<file path="config.mk">
export PLATFORM = sky130hd
export DESIGN_NAME = mux_share_arb
export DESIGN_NICKNAME = d
export VERILOG_FILES = /design/src/rtl/mux_share_arb.sv
export SDC_FILE = /design/constraint.sdc
export NUM_CORES = 1
export LEC_CHECK = 0
export ABC_CLOCK_PERIOD_IN_PS = 1400
export BUFFER_PORTS_ARGS = -buffer_cell sky130_fd_sc_hd__buf_2
export CAP_MARGIN = 20
export CORE_MARGIN = 2
export CORE_UTILIZATION = 44
export CTS_CLUSTER_DIAMETER = 30
export DETAILED_ROUTE_END_ITERATION = 12
export PLACE_DENSITY_LB_ADDON = 0.15
export SLEW_MARGIN = 0
export SYNTH_ARGS = -nofsm -noshare
export SYNTH_HDL_FRONTEND = slang
export SYNTH_SLANG_ARGS = --single-unit
</file>
<file path="constraint.sdc">
create_clock -name clk -period 1.4 [get_ports clk]
set_input_delay 0.28 -clock clk [delete_from_list [all_inputs] [get_ports clk]]
set_output_delay 0.28 -clock clk [all_outputs]
set_load 0.005 [all_outputs]
</file>
<file path="src/rtl/mux_share_arb.sv">
// Purpose : time-shares the 4-bit 2:1 mux between requesters A and B in fixed
//           HOLD-cycle grant windows; owns mux_sel and registers the chosen nibble.
// Latency : grant one cycle after a sampled req; data_out/data_valid lag the grant by one cycle.
// Backpressure: none; requesters hold req (level) until done_x, or drop it to withdraw.
//
// Ports:
//   clk, rst_n           clock (rising edge), asynchronous active-low reset
//   req_a/req_b          level requests
//   data_a/data_b        nibbles on the two mux inputs
//   mux_sel              0 = A, 1 = B; decoded from state only
//   gnt_a/gnt_b          current owner, never both high
//   done_a/done_b        pulse in the final cycle of the owner's window
//   data_out/data_valid  registered selected nibble and its valid flag
module mux_share_arb #(
    parameter int HOLD  = 4,
    parameter int CNT_W = 3
) (
    input  logic       clk,
    input  logic       rst_n,
    input  logic       req_a,
    input  logic       req_b,
    input  logic [3:0] data_a,
    input  logic [3:0] data_b,
    output logic       mux_sel,
    output logic       gnt_a,
    output logic       gnt_b,
    output logic       done_a,
    output logic       done_b,
    output logic [3:0] data_out,
    output logic       data_valid
);

    typedef enum logic [1:0] {
        IDLE  = 2'd0,
        GNT_A = 2'd1,
        GNT_B = 2'd2
    } state_t;

    localparam logic [CNT_W-1:0] CNT_LAST = CNT_W'(HOLD - 1);

    // last_gnt: 0 = A won most recently, 1 = B won most recently
    state_t           state_q, state_d;
    logic [CNT_W-1:0] cnt_q, cnt_d;
    logic             last_gnt_q, last_gnt_d;
    logic [3:0]       data_out_q, data_out_d;
    logic             data_valid_q, data_valid_d;

    logic             win_end;
    logic             take_a;
    logic             take_b;
    logic             go_idle;
    logic [3:0]       mux_out;

    // Outputs are pure state decodes so they cannot glitch with the requests.
    assign gnt_a      = (state_q == GNT_A);
    assign gnt_b      = (state_q == GNT_B);
    assign mux_sel    = gnt_b;
    assign win_end    = (cnt_q == CNT_LAST);
    assign done_a     = gnt_a && win_end;
    assign done_b     = gnt_b && win_end;
    assign data_out   = data_out_q;
    assign data_valid = data_valid_q;

    // The shared mux itself: select is ours, inputs belong to the requesters.
    assign mux_out = mux_sel ? data_b : data_a;

    always_comb begin
        take_a  = 1'b0;
        take_b  = 1'b0;
        go_idle = 1'b0;

        unique case (state_q)
            IDLE: begin
                // On a tie the requester that did not win last time goes first.
                if (req_a && (!req_b || last_gnt_q)) begin
                    take_a = 1'b1;
                end else if (req_b) begin
                    take_b = 1'b1;
                end
            end
            GNT_A: begin
                if (win_end) begin
                    // Hand straight to the other side when it waits; no idle bubble.
                    if (req_b) begin
                        take_b = 1'b1;
                    end else if (req_a) begin
                        take_a = 1'b1;
                    end else begin
                        go_idle = 1'b1;
                    end
                end else if (!req_a) begin
                    // Mid-window withdrawal always passes through IDLE.
                    go_idle = 1'b1;
                end
            end
            GNT_B: begin
                if (win_end) begin
                    if (req_a) begin
                        take_a = 1'b1;
                    end else if (req_b) begin
                        take_b = 1'b1;
                    end else begin
                        go_idle = 1'b1;
                    end
                end else if (!req_b) begin
                    go_idle = 1'b1;
                end
            end
            default: begin
                go_idle = 1'b1;
            end
        endcase
    end

    always_comb begin
        state_d    = state_q;
        cnt_d      = cnt_q;
        last_gnt_d = last_gnt_q;

        if (take_a) begin
            state_d    = GNT_A;
            cnt_d      = '0;
            last_gnt_d = 1'b0;
        end else if (take_b) begin
            state_d    = GNT_B;
            cnt_d      = '0;
            last_gnt_d = 1'b1;
        end else if (go_idle) begin
            state_d = IDLE;
            cnt_d   = '0;
        end else if (state_q != IDLE) begin
            cnt_d = cnt_q + CNT_W'(1);
        end
    end

    always_comb begin
        data_valid_d = gnt_a || gnt_b;
        data_out_d   = data_out_q;
        if (gnt_a || gnt_b) begin
            data_out_d = mux_out;
        end
    end

    always_ff @(posedge clk or negedge rst_n) begin
        if (!rst_n) begin
            state_q      <= IDLE;
            cnt_q        <= '0;
            last_gnt_q   <= 1'b1;
            data_out_q   <= 4'h0;
            data_valid_q <= 1'b0;
        end else begin
            state_q      <= state_d;
            cnt_q        <= cnt_d;
            last_gnt_q   <= last_gnt_d;
            data_out_q   <= data_out_d;
            data_valid_q <= data_valid_d;
        end
    end

endmodule

</file>
Word-level counts from Yosys, hierarchy flattened

Index checks and enable logic that the tools add are counted.

Bits of input ports: 12
Output and inout bits: 10
Word-level logic and storage cells: 49
Register bits after elaboration: 11

Eq/ne operators: 3
Muxes and demuxes: 29
Add/subtract/negate cells: 1
Reductions and logical operators: 11

Operators with widths:

| cell                | count |
|---|---|
| $mux 1              | 18 |
| $mux 3              | 4 |
| $pmux 1 s3          | 3 |
| $mux 2              | 3 |
| $mux 4              | 1 |
| $reduce_bool 2->1   | 2 |
| $reduce_bool 4->1   | 1 |
| $add 3x1->3 const B | 1 |
| $eq 3x2->1 const B  | 1 |
| $logic_and 1x1->1   | 3 |
| $reduce_bool 3->1   | 1 |
| $eq 2x1->1 const B  | 1 |
| $eq 2x2->1 const B  | 1 |
| $logic_not 2->1     | 1 |
| $logic_or 1x1->1    | 2 |
| $logic_not 1->1     | 1 |

Depth between registers and ports, before layout

Gate-level depths: netlist of the first run.

Depth after elaboration: 7
Gate-level depth with buffers: 7
Gate-level depth less buffers: 6

Least setup slack after synthesis of the first run

OpenSTA, ideal clock, no wires.

Path type: register to register
Start: register state_q[0]
End: register cnt_q[2]
Setup time: 126 ps
Required time: 1,274 ps
Cell stages (with the launch flop): 8
Buffers on the path: 1
Path slack: -186 ps
Arrival: 1,461 ps
Cell sequence: dfrtp_1 inv_1 ha_1 buf_6 nor2_1 o32a_1 a32oi_1 nor2_1

Word-level cells in the longest chain between the ends: 5
Elaborated cells between the ends (all ways): 11
Classes of those cells: eq/ne: 2; mux: 6; reduce/logical: 3

RTL lines:

| item                     | RTL line | text |
|---|---|---|
| start: declaration       | 42       | `state_t state_q, state_d;` |
| start signal: assignment | 152      | `state_q <= state_d;` |
| $eq 2x2->1 *             | n/a      |  |
| named net gnt_b          | 26       | `output logic gnt_b,` |
| $pmux 1 s3               | 72       | `unique case (state_q)` |
| $mux 3                   | 128      | `end else if (go_idle) begin` |
| $mux 3                   | 124      | `end else if (take_b) begin` |
| $mux 3                   | 120      | `if (take_a) begin` |
| end signal: assignment   | 153      | `cnt_q <= cnt_d;` |
| end: declaration         | 43       | `logic [CNT_W-1:0] cnt_q, cnt_d;` |

The timed path passes the listed nets; every way through them passes the cells marked *.
A chain may end at the register's enable or synchronous reset.

Final worst setup path of the first run

Start: register state_q[0]
End: output port done_b

Word-level cells in the longest chain between the ends: 2

RTL lines:

| item              | RTL line | text |
|---|---|---|
| $eq 2x2->1        | 56       | `assign gnt_b = (state_q == GNT_B);` |
| $logic_and 1x1->1 | 60       | `assign done_b = gnt_b && win_end;` |
| end: declaration  | 28       | `output logic done_b,` |

Every way passes these cells.

==> results of run 1 <==
per-stage QoR:
stage               setup WS, ps  hold slack [ps]  instances
global route                -276              342        129
CTS                         -210              324        128
finish                      -217              318        129
floorplan                  -85.0            -15.6         73
global placement            -110              157        118
detailed placement          -137              156        118
metal layers:
metal / share of wire / wire [µm]
met1: 0.40 / 678
met2: 0.55 / 935
met3: 0.038 / 64
met5: 0 / 0
met4: 0.0059 / 10
worst max-delay path, delay by kind of cell (launching register included):
kind                       cells  cell delay, ps
adders and majority gates      1             180
buffers and inverters          3             310
DFF                            1             430
and+or+nand+nor                1             140
cells by family (layout without fill, tap and decap cells):
family                     after synthesis  after routing  synth area share
adders and majority gates                9              9             0.158
AOI/OAI and AO/OA                       16             16             0.158
buffers and inverters                    7             47            0.0544
and+or+nand+nor                         26             26             0.186
DFF                                     11             11             0.388
muxes                                    4              4            0.0561
placed cells by master (no fill, tap or decap):
cell type      instances
nand4b_1               1
mux2i_1                4
a32oi_1                1
nand2b_1               3
o2bb2ai_2              1
and2_1                 1
inv_2                  1
dfstp_2                1
a32oi_2                1
nand2b_4               1
a31o_1                 1
ha_4                   5
ha_2                   4
nand2_1                5
nand3_1                2
and2_4                 1
nor2_2                 1
a21oi_2                1
a32o_2                 1
nor2_1                 9
dfrtp_2                1
inv_1                  2
o32a_1                 1
buf_6                 12
nor2b_1                2
clkinv_4               1
a21oi_1                9
clkbuf_1               1
buf_2                 17
dlygate4sd3_1          1
dfrtp_1                9
buf_4                  9
clkbuf_4               3
final cells by class:
cell class | instances | area (µm²) | share of cell area
flip-flops and latches | 11 | 278 | 0.246
inverters | 4 | 20.0 | 0.0177
clock buffers | 4 | 26.3 | 0.0233
repair buffers | 39 | 298 | 0.264
multi-input cells | 55 | 487 | 0.431
well taps | 16 | 20.0 | 0.0177
power groups by stage:
| stage | logic (mW) | registers [mW] | clock network, mW |
|---|---|---|---|
| 2_1_floorplan | 0.729 | 0.569 | 0 |
| 3_3_place_gp | 1.11 | 0.561 | 0 |
| 3_5_place_dp | 1.13 | 0.569 | 0 |
| 4_1_cts | 1.42 | 0.575 | 0.214 |
| 5_1_grt | 1.66 | 0.597 | 0.231 |
| 6_report | 1.51 | 0.578 | 0.205 |
final timing paths:
kind	cells past startpoint	endpoint	from	slack, ps
max	5	done_b	state_q[0]	-220
min	3	data_out[3]	data_a[3]	320
max reg2reg	6	state_q[0]	state_q[0]	-170
min reg2reg	2	last_gnt_q	last_gnt_q	490
max in group asynchronous	2	last_gnt_q	rst_n	740
min in group asynchronous	2	data_out[2]	rst_n	410
repair_timing:
| action | 4_1_cts | 5_1_grt |
|---|---|---|
| gates resized for setup | 22 | 9 |
| setup endpoints to repair | 11 | 11 |
| endpoints found under the hold margin | 10 | 0 |
| pin swaps | 7 | 5 |
| buffers inserted | 5 | 1 |
| hold buffers | 1 | 0 |
sequential cells by signal, indices dropped and copies added (netlist names):
register / count
cnt_q: 3
data_out: 4
data_valid: 1
last_gnt_q: 1
state_q: 2
==> results.md, run 1 <==
* Register area share after synthesis at 0.388
* Critical-path cell with the highest stage delay: dfrtp_2
* Clock period minus worst slack at between 1500 and 2000 ps
* Placed Area at about 900 µm²
* Vias post-DR at 646
* GR Layer Usage met1 at 0.217
* Vias in the first global route at 633
* Critical path arrival at between 1000 and 1500 ps
* Net Sw Frac at 0.380
* Most Used Layer, Global Route: met2
* Worst path most repeated cell: buf_6
* First DRT Iteration DRCs at 9
* Largest net degree at the start of global routing at 12
* Post-synth EDFFs at 0
* Failing checks: negative setup slack
* Flop pwr share at 0.252
* CP peak stage delay at 430 ps
* Maximum VDD drop at 1.10 mV
* Syn. warnings at 0
* Initial Util at 0.473
* Max FO, Critical Path at 5
* Clock skew at 5.51 ps
* Clock power frac at 0.089
* Fillers at ~110
* All-Layer GR Usage at 0.191
* Synth Instances at 73
* Final period util at 1.16
* Fmax achieved at approximately 620 MHz
* Max-cap violations at 0
* Status: finished, violations left
* Setup TNS at -1250 ps
* Synth cell count leaders: 10 x a21oi_1, 10 x dfrtp_1, 10 x nor2_1
* Post-synth cell types at 23
* Antenna-violating nets left at 0
* Yosys reg bits at 11
* Post-synth net total at 94
* Overflow after GRT at 0
* TritonCTS clock tree: built
* Die span in y at 44.3 µm
* Sink Count at 11
* Clk Latency, worst-skew pair at 260 ps
* Routability cong. at 0.818
* Slew @ Worst Pin at 245 ps
* Max-slew violations at 0
* Overall power at around 2.3 mW
* GRT met3 Usage at 0.0531
* Met2 Usage GRT at 0.335
* Clock slew seen by the registers of the worst setup and hold paths at 70 ps
* Initial antenna violation count at 0
* Layout cells sized above 1 at 0.540
* Netlist Area Pre-Place at 713 µm²
* First-pass DRT Iterations at 4
* Setup-failing EPs final at 11
* Crit path kind: reg -> out
* # nets final at ~140
* Cells along the critical path: clkinv_4 -> ha_4 -> buf_6 -> and2_4 -> buf_6
* Core area at 0.00151 mm²
* Max-slew headroom at 0.837
* Cts bufs inserted at 3
* Root buffer cell: clkbuf_4
* I/O pin count at 22
* ANT cells at 0
* DIE AREA at ~0.002 mm²
* Power per cell area at 2030 mW/mm²
* Ys async rst share at 1.00
* Min-delay worst type: in -> reg
* DRC at 0
* Cell taking the most area after synthesis: dfrtp_1
* PnR worst setup slack at -217 ps
* Layout area overhead at 58.2%
* Combinational Power Share at 0.659
* # port buffers at 21
* RSZ-0062 raised after global routing: yes
* Post-layout util at 0.749
* Global-route wire length before repair at 2670 µm
* Clock tree buffer depth at 2
* Worst setup SP type: register
* Die Span X at 44.3 µm
* Yosys top cell area share at 0.351
* H-tree depth at 1
* Post-DP HPWL at 1230 µm
* Cell row count at 14
* Post-Route WL at 1690 µm
* Hold Vio Cnt, Final at 0
* Vias/cell at 5.01
* Ys flop type: dfrtp_1
* Top cells by area, synth: dfrtp_1 35%, ha_1 16%, a21oi_1 7.0%
* CP required at about 1100 ps
* Mean routed wirelength per cell at 13.1 µm
* CP Capture Type: output port
* Internal power at 1.42 mW
* Post-Syn Area per Cell at just under 10 µm²
* Switch Pwr at 0.873 mW
* Leak Pwr at 0.511 nW
* Final Instance Area at 0.00113 mm²
(Power assumes the default switching activity.)
==> run 2, diff against run 1 <==
--- a/config.mk
+++ b/config.mk
@@ -5,11 +5,11 @@
 export SDC_FILE = /design/constraint.sdc
 export NUM_CORES = 1
 export LEC_CHECK = 0
-export ABC_CLOCK_PERIOD_IN_PS = 1400
+export ABC_CLOCK_PERIOD_IN_PS = 1900
 export BUFFER_PORTS_ARGS = -buffer_cell sky130_fd_sc_hd__buf_2
 export CAP_MARGIN = 20
 export CORE_MARGIN = 2
-export CORE_UTILIZATION = 44
+export CORE_UTILIZATION = 52
 export CTS_CLUSTER_DIAMETER = 30
 export DETAILED_ROUTE_END_ITERATION = 12
 export PLACE_DENSITY_LB_ADDON = 0.15
==> constraint.sdc (replaced) <==
create_clock -name clk -period 1.9 [get_ports clk]
set_input_delay 0.38 -clock clk [delete_from_list [all_inputs] [get_ports clk]]
set_output_delay 0.38 -clock clk [all_outputs]
set_load 0.005 [all_outputs]
==> run 2 against run 1 <==
The flow now finishes without violations. Hold slack better by 100 ps. Combinational power fell by 56%. Via count shrank 10%. Worst setup slack improved by 320 ps. Routed wire length decreased by 19%. Die area down 14%. Register-to-register slack gained 380 ps. Critical path depth fell by 1. Critical endpoint is now done_a.
==> results.md, run 2 (synthesized netlist as in run 1, its figures left out) <==
* Status: finished, final reports clean
* Cell row count at 13
* Max-slew violations at 0
* DRC at 0
* Clock skew at 3.99 ps
* H-tree depth at 1
* Root buffer cell: clkbuf_4
* Worst-case reg-to-reg path depth at 6
* Vias post-DR at 581
* WHS at 420 ps
* I/O pin count at 22
* DP Cell Count at approximately 110
* Worst setup SP type: register
* Min-delay worst type: in -> reg
* Layout area overhead at 20.2%
* ANT cells at 0
* Sink Count at 11
* Placed Area at 821 µm²
* Critical path arrival at about 1400 ps
* Max-cap violations at 0
* Antenna-violating nets left at 0
* Leak Pwr at about 0.42 nW
* First-pass DRT Iterations at 3
* Initial Util at 0.555
* Max FO, Critical Path at 5
* Clock period minus worst slack at between 1500 and 2000 ps
* Critical R2R Launch: state_q[0]
* CP peak stage delay at approximately 400 ps
* Routability cong. at 0.771
* CP Capture Type: output port
* Final instance count without filler cells at 112
* Die Span X at 41.0 µm
* Core area at 0.00128 mm²
* Overflow after GRT at 0
* Final period util at 0.948
* First DRT Iteration DRCs at 3
* TritonCTS clock tree: built
* Max-slew headroom at 0.729
* Largest net degree at the start of global routing at 12
* Fillers at 119
* Cells along the critical path: ha_1 -> ha_1 -> and2_1 -> buf_2
* Commonest non-fill, non-tap cell in the layout: buf_2
* Crit path kind: reg -> out
* Die span in y at 41.0 µm
* Maximum VDD drop at 0.982 mV
* Setup TNS at 0 ps
* Cts bufs inserted at 3
* CP startpoint: cnt_q[0]
* Clock tree buffer depth at 2
* Sequential cell area at 277 µm²
* Hold path startpoint: data_a[3]
* Fmax achieved at about 560 MHz
* Hold Vio Cnt, Final at 0
* CP required at ~1500 ps
* Commonest non-fill, non-tap cells in the layout: 21 x buf_2, 10 x nor2_1, 10 x a21oi_1, 10 x dfrtp_1, 9 x ha_1
* Number of flip-flops in the largest register at 4
* Mean routed wirelength per cell at approximately 12 µm
* # nets final at 119
* Post-Route WL at 1370 µm
* Vias in the first global route at 542
* Vias/cell at 5.19
* Post-CTS Resized at 0
* Post CTS Setup Buffer Count at 0
* DIE AREA at 0.00168 mm²
* # port buffers at 21
* Clock slew seen by the registers of the worst setup and hold paths at about 70 ps
* Area of the multi-input gates at between 300 and 400 µm²
* RSZ-0062 raised after global routing: no
* Final Instance Area at 857 µm²
* Hold Path Depth at 3
* Layout cells sized above 1 at 0.289
* Critical-path cell with the highest stage delay: dfrtp_1
* Setup-failing EPs final at 0
* All-Layer GR Usage at 0.209
* Worst path most repeated cell: ha_1
* Slew @ Worst Pin at 406 ps
* Clk Latency, worst-skew pair at 260 ps
* Global-route wire length before repair at 2280 µm
* Power per cell area at 1440 mW/mm²
* Post-DP HPWL at 1060 µm
* Initial antenna violation count at 0
==> run 2: cell count changes in the layout (fill, tap and decap cells not counted), moves of 2 or more <==
cell	previous run	this run
ha_4	5	0
inv_1	2	4
ha_2	4	0
buf_4	9	1
buf_2	17	21
ha_1	0	9
buf_6	12	0
==> run 2: area by class of cell <==
| class | count | area share |
|---|---|---|
| clock buffers | 4 | 0.0307 |
| multi-input cells | 55 | 0.464 |
| inverters | 4 | 0.0175 |
| flip-flops and latches | 11 | 0.323 |
| well taps | 15 | 0.0219 |
| repair buffers | 23 | 0.143 |
==> run 2: worst max-delay path: cells and delay by family (launching register included) <==
family                     cells  cell delay, ps
adders and majority gates      2             480
buffers and inverters          1             120
DFF                            1             410
and+or+nand+nor                1             150
==> run 2: through the flow <==
stage	total power, mW	worst slack, ps	utilization
2_1_floorplan	0.909	314	-
3_3_place_gp	1.07	238	0.639
3_5_place_dp	1.09	222	0.639
4_1_cts	1.25	84.9	0.667
5_1_grt	1.36	12.1	0.667
6_report	1.23	98.4	0.667
==> run 2: final timing paths <==
kind	endpoint	slack (ps)
min in group asynchronous	data_out[3]	520
hold / removal	data_out[3]	420
max in group asynchronous	last_gnt_q	1110
setup reg to reg	cnt_q[2]	210
setup / recovery	done_a	100
hold reg to reg	last_gnt_q	470
==> run 2: metal layers <==
metal  vias up  wire length [µm]  GRT usage
met1       263               622      0.254
met5         -                 0          0
li1        301                 -          -
met3         2                55     0.0163
met4         0                12      0.100
met2        15               677      0.367
==> run 2: timing repair <==
item | CTS | global route
hold buffers | 1 | 0
setup endpoints to repair | 0 | 0
endpoints found under the hold margin | 10 | 0
==> run 2: report_power, final <==
part / switching, mW / leakage (nW) / internal [mW]
Sequential: 0.0626 / 0.133 / 0.350
Clock: 0.0733 / 0.0150 / 0.0810
Combinational: 0.367 / 0.272 / 0.301
Total: 0.503 / 0.420 / 0.732
==> run 3, diff against run 2 <==
--- a/config.mk
+++ b/config.mk
@@ -12,7 +12,7 @@
 export CORE_UTILIZATION = 52
 export CTS_CLUSTER_DIAMETER = 30
 export DETAILED_ROUTE_END_ITERATION = 12
-export PLACE_DENSITY_LB_ADDON = 0.15
+export PLACE_DENSITY_LB_ADDON = 0.2
 export SLEW_MARGIN = 0
 export SYNTH_ARGS = -nofsm -noshare
 export SYNTH_HDL_FRONTEND = slang
==> run 3 against run 2 <==
Core utilization unchanged. Clock power is 5% higher. Fmax rose by 1.1%. Hold slack got worse by 7.1 ps. Non-clock buffer count did not move. Critical path depth is the same. Sequential power about the same. Routed wire length is 0.51% higher. Register-to-register slack improved by 20 ps. Cell count stayed put. Global-route usage is 1.5 points lower. Clock-buffer cell count stayed put. Critical path type unchanged. Largest cell class unchanged.
==> results.md, run 3 (synthesized netlist as in run 1, its figures left out) <==
* Critical path arrival at roughly 1400 ps
* Layout cells sized above 1 at 0.289
* I/O pin count at 22
* CP Capture Type: output port
* Final instance count without filler cells at 112
* # nets final at 119
* Leak Pwr at 0.420 nW
* Clock period minus worst slack at around 1800 ps
* Setup TNS at 0 ps
* DIE AREA at ~0.0017 mm²
* Maximum VDD drop at 0.964 mV
* Final period util at 0.938
* Max-cap violations at 0
* Core area at roughly 0.0013 mm²
* Largest net degree at the start of global routing at 12
* Post CTS Setup Buffer Count at 0
* Die Span X at 41.0 µm
* Critical-path cell with the highest stage delay: dfrtp_1
* Mean routed wirelength per cell at roughly 12 µm
* CP required at 1520 ps
* Crit path kind: reg -> out
* Cts bufs inserted at 3
* Minimum setup slack after placement at roughly 240 ps
* Status: finished, final reports clean
* Clock skew at 5.83 ps
* Antenna-violating nets left at 0
* Number of flip-flops in the largest register at 4
* Initial antenna violation count at 0
* Crit-path leading delay family: adder cells
* Slew @ Worst Pin at 420 ps
* Max-slew headroom at 0.720
* Layout area overhead at 20.2%
* Max-slew violations at 0
* ANT cells at 0
* Worst setup SP type: register
* TritonCTS clock tree: built
* Sink Count at 11
* Commonest non-fill, non-tap cell in the layout: buf_2
* Clk Latency, worst-skew pair at 260 ps
* Cells along the critical path: ha_1 -> ha_1 -> and2_1 -> buf_2
* Vias post-DR at 588
* CP peak stage delay at 410 ps
* All-Layer GR Usage at 0.195
* Clock tree buffer depth at 2
* H-tree depth at 1
* Routability cong. at 0.802
* Die span in y at 41.0 µm
* WHS at a little over 400 ps
* # port buffers at 21
* Vias/cell at 5.25
* Worst path most repeated cell: ha_1
* Vias in the first global route at 523
* Cell row count at 13
* Min-delay worst type: in -> reg
* Overflow after GRT at 0
* First-pass DRT Iterations at 4
* Fillers at 111
* CP bufs+invs at 1
* DRC at 0
* Max FO, Critical Path at 5
* Post-Route WL at about 1400 µm
* Clock slew seen by the registers of the worst setup and hold paths at 80 ps
* Post-layout util at 0.667
* Hold Vio Cnt, Final at 0
* RSZ-0062 raised after global routing: no
* Post-DP HPWL at 1090 µm
* Commonest non-fill, non-tap cells in the layout: 21 x buf_2, 10 x nor2_1, 10 x a21oi_1, 10 x dfrtp_1, 9 x ha_1
* Global-route wire length before repair at 2080 µm
* Setup-failing EPs final at 0
* Initial Util at 0.555
* Root buffer cell: clkbuf_4
* Power per cell area at 1450 mW/mm²
* DP Cell Count at 107
* Fmax achieved at 561 MHz
* PnR worst setup slack at approximately 120 ps
* First DRT Iteration DRCs at 5
## run 3: final timing paths
kind | cells after the start | slack [ps] | from | endpoint
max in group asynchronous | 2 | 1130 | rst_n | last_gnt_q
setup / recovery | 4 | 120 | cnt_q[0] | done_a
min in group asynchronous | 2 | 510 | rst_n | data_out[2]
hold / removal | 3 | 410 | data_a[1] | data_out[1]
setup reg to reg | 5 | 230 | state_q[0] | cnt_q[2]
hold reg to reg | 2 | 470 | last_gnt_q | last_gnt_q
## run 3: metal layers
metal / part of all wire / global-route usage / vias to the layer above
met2: 0.49 / 0.309 / 12
met5: 0 / 0 / -
met3: 0.036 / 0.0163 / 2
li1: - / - / 301
met1: 0.46 / 0.252 / 273
met4: 0.0087 / 0.125 / 0
## run 3: layout make-up
cell class / count / area, µm² / share of cell area
Timing Repair Buffer: 23 / 123 / 0.143
Multi-Input combinational cell: 55 / 398 / 0.464
Clock buffer: 4 / 26.3 / 0.0307
Inverter: 4 / 15.0 / 0.0175
Sequential cell: 11 / 277 / 0.323
Tap cell: 15 / 18.8 / 0.0219
## run 3: per-stage QoR
step                cell area (µm²)  total power, mW
finish                          857             1.24
global route                    857             1.35
CTS                             857             1.25
detailed placement              821             1.09
global placement                821             1.08
floorplan                       713            0.909
## run 3: repair_timing
action                                 CTS  global route
endpoints found under the hold margin   10             0
hold buffers                             1             0
resized for setup                        0             0
## run 3: worst register-to-register path: stages, from the launching register on
cell	delay, ps
dfrtp_1	380
inv_1	110
ha_1	500
a32oi_2	190
o2bb2ai_1	280
nor2_1	80
## run 3: power by group
part	total [mW]	internal, mW	switching [mW]
sequential	0.412	0.349	0.0623
combinational	0.666	0.301	0.365
clock	0.161	0.0811	0.0801
